`src/rtl/multi_timer_pkg.sv`:
```
// multi_timer_pkg: register map, TCONF bit positions and per-channel write-enable bundle
package multi_timer_pkg;
  localparam logic [3:0] TMR_OFS   = 4'h0;
  localparam logic [3:0] TVAL_OFS  = 4'h4;
  localparam logic [3:0] TCONF_OFS = 4'h8;
  localparam logic [3:0] TSTAT_OFS = 4'hC;
  localparam int DIR_B     = 0;
  localparam int RUN_B     = 1;
  localparam int ONESHOT_B = 2;
  localparam int IE_B      = 3;
  localparam int PSC_LSB   = 8;
  localparam int PSC_MSB   = 15;
  localparam int CH_LSB    = 4;
  localparam int CH_MSB    = 11;
  typedef struct packed {
    logic tmr;
    logic tval;
    logic conf;
    logic stat;
  } ch_we_t;
endpackage

```
`src/rtl/multi_timer_if.sv`:
```
// multi_timer_if: 13-bit address / 32-bit data peripheral bus
interface multi_timer_if;
  logic [12:0] addr_bi;
  logic [31:0] data_bi;
  logic [31:0] data_bo;
  logic        rd_i;
  logic        wr_i;
  modport master (output addr_bi, data_bi, rd_i, wr_i, input data_bo);
  modport slave  (input addr_bi, data_bi, rd_i, wr_i, output data_bo);
endinterface

```
`src/rtl/multi_timer_channel.sv`:
```
// timer_channel: one up/down counter with period, config, sticky wrap flag.
// MULTI_TIMER_PRESCALE_EN adds an 8-bit prescaler in TCONF[15:8].
module timer_channel
  import multi_timer_pkg::*;
#(
  parameter int CNT_W = 16
) (
  input  logic             clk,
  input  logic             rst_i,
  input  ch_we_t           we_i,
  input  logic [31:0]      wdata_i,
  output logic [CNT_W-1:0] tmr_o,
  output logic [CNT_W-1:0] tval_o,
  output logic [15:0]      conf_o,
  output logic             wrap_o
);
`ifdef MULTI_TIMER_PRESCALE_EN
  localparam logic [15:0] CONF_MASK = 16'hFF0F;
`else
  localparam logic [15:0] CONF_MASK = 16'h000F;
`endif
  logic [CNT_W-1:0] tmr_q, tmr_d, tval_q, tval_d, tval_step;
  logic [15:0] conf_q, conf_d;
  logic wrap_q, wrap_d, tick, at_end, wrap_ev, unused_w;
  assign unused_w = ^wdata_i;
`ifdef MULTI_TIMER_PRESCALE_EN
  logic [7:0] psc_q, psc_d;
  assign tick  = conf_q[RUN_B] && psc_q == conf_q[PSC_MSB:PSC_LSB];
  assign psc_d = (!conf_q[RUN_B] || we_i.conf || tick) ? 8'd0 : psc_q + 8'd1;
  always_ff @(posedge clk or posedge rst_i)
    if (rst_i) psc_q <= '0;
    else psc_q <= psc_d;
`else
  assign tick = conf_q[RUN_B];
`endif
  assign at_end  = conf_q[DIR_B] ? tval_q == '0 : tval_q == tmr_q;
  assign wrap_ev = tick && at_end;
  always_comb begin
    tval_step = conf_q[DIR_B] ? (at_end ? tmr_q : tval_q - CNT_W'(1))
                              : (at_end ? '0 : tval_q + CNT_W'(1));
    tmr_d  = we_i.tmr ? wdata_i[CNT_W-1:0] : tmr_q;
    tval_d = we_i.tval ? wdata_i[CNT_W-1:0] : tick ? tval_step : tval_q;
    conf_d = we_i.conf ? (wdata_i[15:0] & CONF_MASK)
                       : (wrap_ev && conf_q[ONESHOT_B]) ? (conf_q & ~(16'd1 << RUN_B)) : conf_q;
    wrap_d = wrap_ev || (wrap_q && !(we_i.stat && wdata_i[0]));
  end
  always_ff @(posedge clk or posedge rst_i)
    if (rst_i) begin
      tmr_q  <= '0;
      tval_q <= '0;
      conf_q <= '0;
      wrap_q <= 1'b0;
    end else begin
      tmr_q  <= tmr_d;
      tval_q <= tval_d;
      conf_q <= conf_d;
      wrap_q <= wrap_d;
    end
  assign tmr_o  = tmr_q;
  assign tval_o = tval_q;
  assign conf_o = conf_q;
  assign wrap_o = wrap_q;
endmodule

```
`src/rtl/multi_timer.sv`:
```
// multi_timer: bank of CH_NUM memory-mapped timers with registered read data, values and irq.
// Optional prescaler via MULTI_TIMER_PRESCALE_EN (implemented in timer_channel).
module multi_timer
  import multi_timer_pkg::*;
#(
  parameter int CH_NUM = 4,
  parameter int CNT_W  = 16
) (
  input  logic                    clk,
  input  logic                    rst_i,
  multi_timer_if.slave            bus,
  output logic [CH_NUM*CNT_W-1:0] t_val_bo,
  output logic                    irq_o
);
  logic [7:0] ch;
  logic [3:0] rg;
  logic hit, irq_q;
  logic [31:0] rv [CH_NUM];
  logic [31:0] rd_all, rdata_q, rdata_d;
  logic [CH_NUM-1:0] irq_v;
  logic [CH_NUM*CNT_W-1:0] tval_all, tv_q;
  assign ch  = bus.addr_bi[CH_MSB:CH_LSB];
  assign rg  = bus.addr_bi[3:0];
  assign hit = !bus.addr_bi[12] && bus.addr_bi[1:0] == 2'b00 && 32'(ch) < CH_NUM;
  for (genvar k = 0; k < CH_NUM; k++) begin : g_ch
    logic [CNT_W-1:0] tmr, tval;
    logic [15:0] conf;
    logic wrap, sel;
    ch_we_t we;
    assign sel = hit && ch == 8'(k);
    assign we  = '{tmr:  bus.wr_i && sel && rg == TMR_OFS,
                   tval: bus.wr_i && sel && rg == TVAL_OFS,
                   conf: bus.wr_i && sel && rg == TCONF_OFS,
                   stat: bus.wr_i && sel && rg == TSTAT_OFS};
    timer_channel #(.CNT_W(CNT_W)) u_ch (
      .clk    (clk),
      .rst_i  (rst_i),
      .we_i   (we),
      .wdata_i(bus.data_bi),
      .tmr_o  (tmr),
      .tval_o (tval),
      .conf_o (conf),
      .wrap_o (wrap)
    );
    // hit already forces rg onto one of the four word offsets
    assign rv[k] = !sel ? 32'd0 : rg == TMR_OFS ? 32'(tmr) : rg == TVAL_OFS ? 32'(tval)
                 : rg == TCONF_OFS ? 32'(conf) : 32'(wrap);
    assign tval_all[k*CNT_W +: CNT_W] = tval;
    assign irq_v[k] = wrap && conf[IE_B];
  end
  always_comb begin
    rd_all = '0;
    for (int i = 0; i < CH_NUM; i++) rd_all = rd_all | rv[i];
    rdata_d = bus.rd_i ? rd_all : rdata_q;
  end
  always_ff @(posedge clk or posedge rst_i)
    if (rst_i) begin
      rdata_q <= '0;
      tv_q    <= '0;
      irq_q   <= 1'b0;
    end else begin
      rdata_q <= rdata_d;
      tv_q    <= tval_all;
      irq_q   <= |irq_v;
    end
  assign bus.data_bo = rdata_q;
  assign t_val_bo    = tv_q;
  assign irq_o       = irq_q;
endmodule
```
`src/flat_wrapper.sv`:
```
// flat-port wrapper written by rule: the top's interface ports become plain ports
module multi_timer_flat import multi_timer_pkg::*;
#(
  parameter int CH_NUM = 4,
  parameter int CNT_W  = 16
)
  (clk, rst_i, t_val_bo, irq_o, bus_addr_bi, bus_data_bi, bus_rd_i, bus_wr_i, bus_data_bo);
  multi_timer_if bus_i ();
  input  logic clk;
  input  logic rst_i;
  output logic [CH_NUM*CNT_W-1:0] t_val_bo;
  output logic irq_o;
  input wire logic [$bits(bus_i.addr_bi)-1:0] bus_addr_bi;
  input wire logic [$bits(bus_i.data_bi)-1:0] bus_data_bi;
  input wire logic [$bits(bus_i.rd_i)-1:0] bus_rd_i;
  input wire logic [$bits(bus_i.wr_i)-1:0] bus_wr_i;
  output wire logic [$bits(bus_i.data_bo)-1:0] bus_data_bo;
  assign bus_i.addr_bi = bus_addr_bi;
  assign bus_i.data_bi = bus_data_bi;
  assign bus_i.rd_i = bus_rd_i;
  assign bus_i.wr_i = bus_wr_i;
  assign bus_data_bo = bus_i.data_bo;
  multi_timer #(.CH_NUM(CH_NUM), .CNT_W(CNT_W)) u_core (.clk(clk), .rst_i(rst_i), .bus(bus_i), .t_val_bo(t_val_bo), .irq_o(irq_o));
endmodule
```
`config.mk`:
```
export PLATFORM = sky130hd
export DESIGN_NAME = multi_timer_flat
export DESIGN_NICKNAME = d
export VERILOG_FILES = /design/src/rtl/multi_timer_pkg.sv /design/src/rtl/multi_timer_if.sv /design/src/rtl/multi_timer_channel.sv /design/src/rtl/multi_timer.sv /design/src/flat_wrapper.sv
export SDC_FILE = /design/constraint.sdc
export NUM_CORES = 1
export LEC_CHECK = 0
export CAP_MARGIN = 25
export CORE_AREA = 3 3 169 171
export DETAILED_ROUTE_END_ITERATION = 6
export DIE_AREA = 0 0 172 174
export PLACE_DENSITY = 0.84
export SLEW_MARGIN = 15
export SYNTH_ARGS = -nofsm -noshare
export SYNTH_HDL_FRONTEND = slang
export SYNTH_SLANG_ARGS = --single-unit
```
`constraint.sdc`:
```
create_clock -name clk -period 7.7 [get_ports clk]
set_input_delay 1.54 -clock clk [delete_from_list [all_inputs] [get_ports clk]]
set_output_delay 1.54 -clock clk [all_outputs]
set_load 0.005 [all_outputs]
```
==> metrics.md, run 1 <==
| Metric | Value |
|---|---|
| Status | finished, final reports clean |
| Minimum clock period | 4.38 ns |
| Async set-reset flop share out of synthesis | 100% |
| Synth Area per Inst | 9.52 um^2 |
| Synth-to-layout area growth | 12.5% |
| Post-synthesis register bit count | 229 |
| First-pass GRT wire length | 72700 um |
| WP data required | 8.09 ns |
| Setup violations, final | 0 |
| Leakage | 6.92 nW |
| Cts hold-fix bufs | 0 |
| Routability cong. | 1.06 |
| CTS max path bufs | 3 |
| Count of pins over their slew limit | 0 |
| Sequential fraction of the synthesis area | 40.0% |
| Crit-path cells | clkdlybuf4s50_1, buf_4, and2_0, nand4_1, o21ai_2, nor2_1, a221oi_1, o21ai_0 |
| Crit path buffers/inverters | 2 |
| Setup TNS | 0 ns |
| Pwr Total | 2.61 mW |
| Commonest non-fill, non-tap cell in the layout | dfrtp_1 |
| Internal Power | 1.98 mW |
| Initial Util | 53.0% |
| H-tree depth | 1 |
| Ys flop type | dfrtp_1 |
| Yosys cell types | 84 |
| Cell area after layout | 16100 um^2 |
| Synthesis Warnings | 0 |
| Worst slew pin tran | 1.03 ns |
| Avg Vias per Cell | 6.72 |
| Clock sinks | 229 |
| Ports | 146 |
| Root Buffer | clkbuf_16 |
| Clk_lat worst skew | 0.53 ns |
| Sequential share of power | 47.5% |
| Peak per-stage delay on the critical path | 0.79 ns |
| N_diodes | 0 |
| P per Cell Area | 162 nW/um^2 |
| Initial antenna violation count | 1 |
| Final ANT Viol Nets | 0 |
| Post-synth EDFFs | 0 |
| Type of origin of the critical path | input port |
| Clk slew on worst S/H paths | 0.06 ns |
| Maximum VDD drop | 0.000123 V |
| Final hold vios | 0 |
| Switching power total | 0.622 mW |
| RSZ-0062 raised after global routing | false |
| F_max | 228 MHz |
| Switching part of the total | 23.9% |
| Worst EP arrival | 4.76 ns |
| Die ar. | 29900 um^2 |
| Die width | 172 um |
| Reg2reg setup slack | 4.79 ns |
| Clk_skew | 0.00880 ns |
| CTS tree | built |
| Post-CTS Setup Inserts | 0 |
| Die height | 174 um |
| DRC errors left | 0 |
| Via count | 12685 |
| Rel. slew slack | 31.4% |
| # nets final | 1592 |
| Post-DP Area | 15300 um^2 |
| CTS Buf Count | 25 |
| Synth top area share | 40.0% |
| Leading area contributor after synthesis | dfrtp_1 |
| Cells resized by post-CTS repair | 0 |
| Core Box Area | 27000 um^2 |
| Syn Inst Count | 1506 |
| Setup CP Type | in2reg |
| Largest net degree at the start of global routing | 137 |
| Mapped Area | 14300 um^2 |
| Row cnt | 60 |
| Iteration-0 DRC Markers | 1822 |
| Most area-consuming cells after synthesis | dfrtp_1 (40%), mux2_2 (6.2%), xnor2_1 (4.6%) |
| WL final | 47400 um |
| IO buf count | 113 |
| Commonest cells after routing, fill and taps aside | dfrtp_1 (229), clkdlybuf4s50_1 (112), nor2_1 (108) |
| Top Family by Delay on Critical Path | simple AND/OR/NAND/NOR gates |
| Share of cells above drive strength 1 | 11.5% |
| Routed wire per std cell | 25.1 um |
| Slowest cell on crit path | o21ai_2 |
| GR Util All Layers | 31.1% |
| Drt first pass iters | 6 |
| Max-Cap Viols | 0 |
| Final period utilization | 56.8% |
| Clk pwr share | 45.8% |
| CP endpoint kind | register |
| Min-delay worst type | reg2reg |
| Vias in the first global route | 12135 |
| Grt total ovfl | 0 |
| HPWL Detailed | 33000 um |
| Worst Hold Margin | 0.506 ns |
| Power share of the combinational group | 6.7% |
| Worst-path fanout max | 26 |
sequential cells by signal, summed over array words and instances (netlist names):
signal                   cells
u_core.g_ch.u_ch.wrap_o      4
u_core.irq_o                 1
u_core.bus.data_bo          16
u_core.g_ch.u_ch.tval_o     64
u_core.g_ch.u_ch.tmr_o      64
u_core.g_ch.u_ch.conf_o     16
u_core.t_val_bo             64
final cells by class:
| class | instances | area, um^2 |
|---|---|---|
| Clock buffer | 33 | 706 |
| Clock inverter | 9 | 100 |
| Fill cell | 2237 | 10900 |
| Inverter | 31 | 120 |
| Multi-Input combinational cell | 1116 | 7790 |
| Sequential cell | 229 | 5730 |
| Tap cell | 341 | 427 |
| Timing Repair Buffer | 128 | 1250 |
power by group through the flow:
stage          Combinational, mW  Sequential [mW]  Clock, mW
2_1_floorplan             0.0993             1.25          0
3_3_place_gp               0.170             1.26          0
3_5_place_dp               0.172             1.26          0
4_1_cts                    0.173             1.24       1.20
5_1_grt                    0.188             1.24       1.25
6_report                   0.175             1.24       1.19
worst paths after layout:
path	endpoint	cells past startpoint	startpoint
max in group asynchronous	u_core.g_ch[3].u_ch.tmr_o[7]	3	rst_i
max	u_core.g_ch[3].u_ch.tval_o[10]	8	bus_addr_bi[5]
min reg2reg	u_core.bus.data_bo[0]	2	u_core.bus.data_bo[0]
max reg2reg	u_core.g_ch[0].u_ch.conf_o[1]	6	u_core.g_ch[0].u_ch.conf_o[0]
min in group asynchronous	u_core.g_ch[0].u_ch.tval_o[11]	2	rst_i
min	u_core.bus.data_bo[0]	2	u_core.bus.data_bo[0]
cell usage after synthesis (13+ instances only):
cell	number
mux2_2	79
and3_1	23
mux2i_1	48
nand3_1	55
dfrtp_1	229
nor2_1	108
a21oi_1	77
a22oi_1	14
xor2_1	72
or3_1	30
buf_4	23
clkbuf_1	79
xnor2_1	76
a221oi_1	24
a31oi_1	13
nor4_1	28
a211oi_1	15
nor3_1	44
nand4_1	27
nand2_1	90
inv_1	31
o211ai_1	20
o22ai_1	22
o21ai_0	47
buf_2	24
cell families (layout without fill, tap and decap cells):
logic type	Yosys count	after routing	share of synthesized area, %
AOI/OAI and AO/OA	328	328	15.8
xor gates and xnor gates	148	148	9.04
adders and majority gates	12	12	1.05
buffers and inverters	176	201	6.12
DFF	229	229	40.0
muxes	128	128	9.66
other	1	16	0.0262
and+or+nand+nor	484	484	18.4
per-stage QoR:
step | setup WS [ns] | cells | util (%)
6_report | 3.32 | 1887 | 59.7
5_1_grt | 3.17 | 1887 | 59.7
4_1_cts | 3.40 | 1885 | 59.6
3_5_place_dp | 2.83 | 1843 | 56.6
3_3_place_gp | 2.76 | 1842 | 56.6
2_1_floorplan | 3.17 | 1521 | -
worst min-delay path: stages, from the launching register on:
cell and delay [ns]:
dfrtp_1 0.35, a21oi_1 0.07, o31ai_1 0.06
metal layers:
layer  GRT usage [%]  vias up  routed length [um]
li1                -     5523                   -
met1            42.2     6234               18700
met2            48.6      774               21800
met3            6.21      154                4530
met4            13.1        0                2330
met5               0        -                   0
(Power assumes the default switching activity.)
==> run 2: changes to the inputs <==
--- a/config.mk
+++ b/config.mk
@@ -6,10 +6,10 @@
 export NUM_CORES = 1
 export LEC_CHECK = 0
 export CAP_MARGIN = 25
-export CORE_AREA = 3 3 169 171
+export CORE_AREA = 3 3 162 164
 export DETAILED_ROUTE_END_ITERATION = 6
-export DIE_AREA = 0 0 172 174
-export PLACE_DENSITY = 0.84
+export DIE_AREA = 0 0 165 167
+export PLACE_DENSITY = 0.87
 export SLEW_MARGIN = 15
 export SYNTH_ARGS = -nofsm -noshare
 export SYNTH_HDL_FRONTEND = slang
==> constraint.sdc (replaced) <==
create_clock -name clk -period 4.25 [get_ports clk]
set_input_delay 0.85 -clock clk [delete_from_list [all_inputs] [get_ports clk]]
set_output_delay 0.85 -clock clk [all_outputs]
set_load 0.005 [all_outputs]
==> metrics.md, run 2 (synthesis results as in run 1) <==
| Metric | Value |
|---|---|
| Final period utilization | 71.6% |
| Routability cong. | 1.10 |
| Peak per-stage delay on the critical path | 0.71 ns |
| Switching power total | 1.18 mW |
| Max-Cap Viols | 0 |
| H-tree depth | 1 |
| Internal Power | 3.66 mW |
| Top Family by Delay on Critical Path | simple AND/OR/NAND/NOR gates |
| Post-DP Area | 15500 um^2 |
| Initial Util | 57.2% |
| Initial antenna violation count | 1 |
| Die height | 167 um |
| HPWL Detailed | 34200 um |
| Type of origin of the critical path | input port |
| Reg2reg setup slack | 1.36 ns |
| CTS max path bufs | 3 |
| First-pass GRT wire length | 74500 um |
| Final WS setup | 1.21 ns |
| Max layer used | met5 |
| Worst slack at placement | 0.728 ns |
| Final ANT Viol Nets | 0 |
| Clk_skew | 0.0112 ns |
| Commonest cells after routing, fill and taps aside | dfrtp_1 (229), clkdlybuf4s50_1 (112), nor2_1 (108) |
| Cell area after layout | 16400 um^2 |
| Die ar. | 27600 um^2 |
| WL final | 49000 um |
| Routed wire per std cell | 25.7 um |
| Hold EP | u_core.bus.data_bo[5] |
| Commonest non-fill, non-tap cell in the layout | dfrtp_1 |
| Row cnt | 58 |
| Rel. slew slack | 36.7% |
| Sequential share of power | 46.3% |
| P per Cell Area | 295 nW/um^2 |
| Wl on met1 | 18800 um |
| GR Util All Layers | 35.0% |
| Grt total ovfl | 0 |
| Vias in the first global route | 12408 |
| DRC errors left | 0 |
| Worst slew pin tran | 0.945 ns |
| Cts hold-fix bufs | 0 |
| Drt first pass iters | 6 |
| WHS Path Cells | 2 |
| Worst-path fanout max | 14 |
| Largest net degree at the start of global routing | 101 |
| Min-delay worst type | reg2reg |
| Hold Crit Start | u_core.bus.data_bo[5] |
| IO buf count | 113 |
| Power share of the combinational group | 6.8% |
| Crit path buffers/inverters | 2 |
| Clk pwr share | 46.8% |
| N_diodes | 0 |
| Share of cells above drive strength 1 | 13.1% |
| Cells resized by post-CTS repair | 0 |
| Root Buffer | clkbuf_16 |
| Final hold vios | 0 |
| Routed length on met3 | 5190 um |
| RR Startpoint | u_core.g_ch[0].u_ch.tval_o[9] |
| Count of pins over their slew limit | 0 |
| Reg2reg end | u_core.g_ch[0].u_ch.tval_o[5] |
| Core Box Area | 25000 um^2 |
| Maximum VDD drop | 0.000273 V |
| Clock sinks | 229 |
| Setup CP Type | in2reg |
| Via count | 12934 |
| Switching part of the total | 24.4% |
| Worst Hold Margin | 0.521 ns |
| F_max | 329 MHz |
| Avg Vias per Cell | 6.79 |
| Ports | 146 |
| RSZ-0062 raised after global routing | false |
| Synth-to-layout area growth | 14.3% |
| Met2 wire len | 22700 um |
| Clk slew on worst S/H paths | 0.06 ns |
| Reg2reg path depth | 6 |
| # nets final | 1618 |
| Minimum clock period | 3.04 ns |
| WP data required | 4.68 ns |
| Leakage | 7.07 nW |
| Post-CTS Setup Inserts | 0 |
| Worst EP arrival | 3.47 ns |
| CP endpoint kind | register |
| CTS Buf Count | 26 |
| CTS tree | built |
| Pwr Total | 4.84 mW |
| Setup TNS | 0 ns |
| Slowest cell on crit path | or4_1 |
| Iteration-0 DRC Markers | 1870 |
| Crit-path cells | clkdlybuf4s50_1, or4_1, nor4_4, buf_4, nand2_2, nand2_4, nor3_1, a211oi_1 |
| Setup violations, final | 0 |
| Die width | 165 um |
| Status | finished, final reports clean |
| Clk_lat worst skew | 0.54 ns |
-- run 2: worst max-delay path by stage --
stage | start | end | slack (ns) | depth (start not counted)
floorplan | rst_i | u_core.bus.data_bo[0] | 0.41 | 1
global placement | bus_addr_bi[1] | u_core.g_ch[2].u_ch.tval_o[13] | 0.75 | 8
detailed placement | bus_addr_bi[2] | u_core.g_ch[3].u_ch.tval_o[1] | 0.73 | 9
CTS | bus_addr_bi[2] | u_core.g_ch[3].u_ch.tval_o[1] | 1.28 | 9
global route | bus_addr_bi[12] | u_core.g_ch[3].u_ch.tval_o[10] | 1.08 | 8
finish | bus_addr_bi[12] | u_core.g_ch[1].u_ch.tval_o[12] | 1.21 | 8
-- run 2: layout make-up --
class | count | area [um^2]
flip-flops and latches | 229 | 5730
clock inverters | 12 | 121
well taps | 330 | 413
clock buffers | 35 | 736
inverters | 31 | 120
fillers | 2034 | 8660
repair buffers | 153 | 1460
multi-input cells | 1116 | 7790
-- run 2: power by group through the flow --
stage	Sequential [mW]	Clock (mW)	Combinational [mW]
after CTS	2.24	2.29	0.324
final	2.24	2.27	0.330
after floorplan	2.26	0	0.180
after global routing	2.24	2.38	0.352
after detailed placement	2.28	0	0.322
after global placement	2.28	0	0.317
-- run 2: tightest hold or removal path: cells and delay by family, from the launching register on --
kind          cells  cell delay, ns
flops             1            0.35
simple gates      2            0.14
-- run 2: metal layers --
metal,up-vias,track usage (%)
li1,5574,-
met1,6301,47.5
met2,880,54.8
met3,177,6.67
met4,2,14.6
met5,-,0
-- run 2: through the flow --
step,utilization (%),instances
final,65.4,1906
after global routing,65.4,1906
after CTS,65.4,1906
after detailed placement,62.0,1859
after global placement,62.0,1859
after floorplan,-,1521
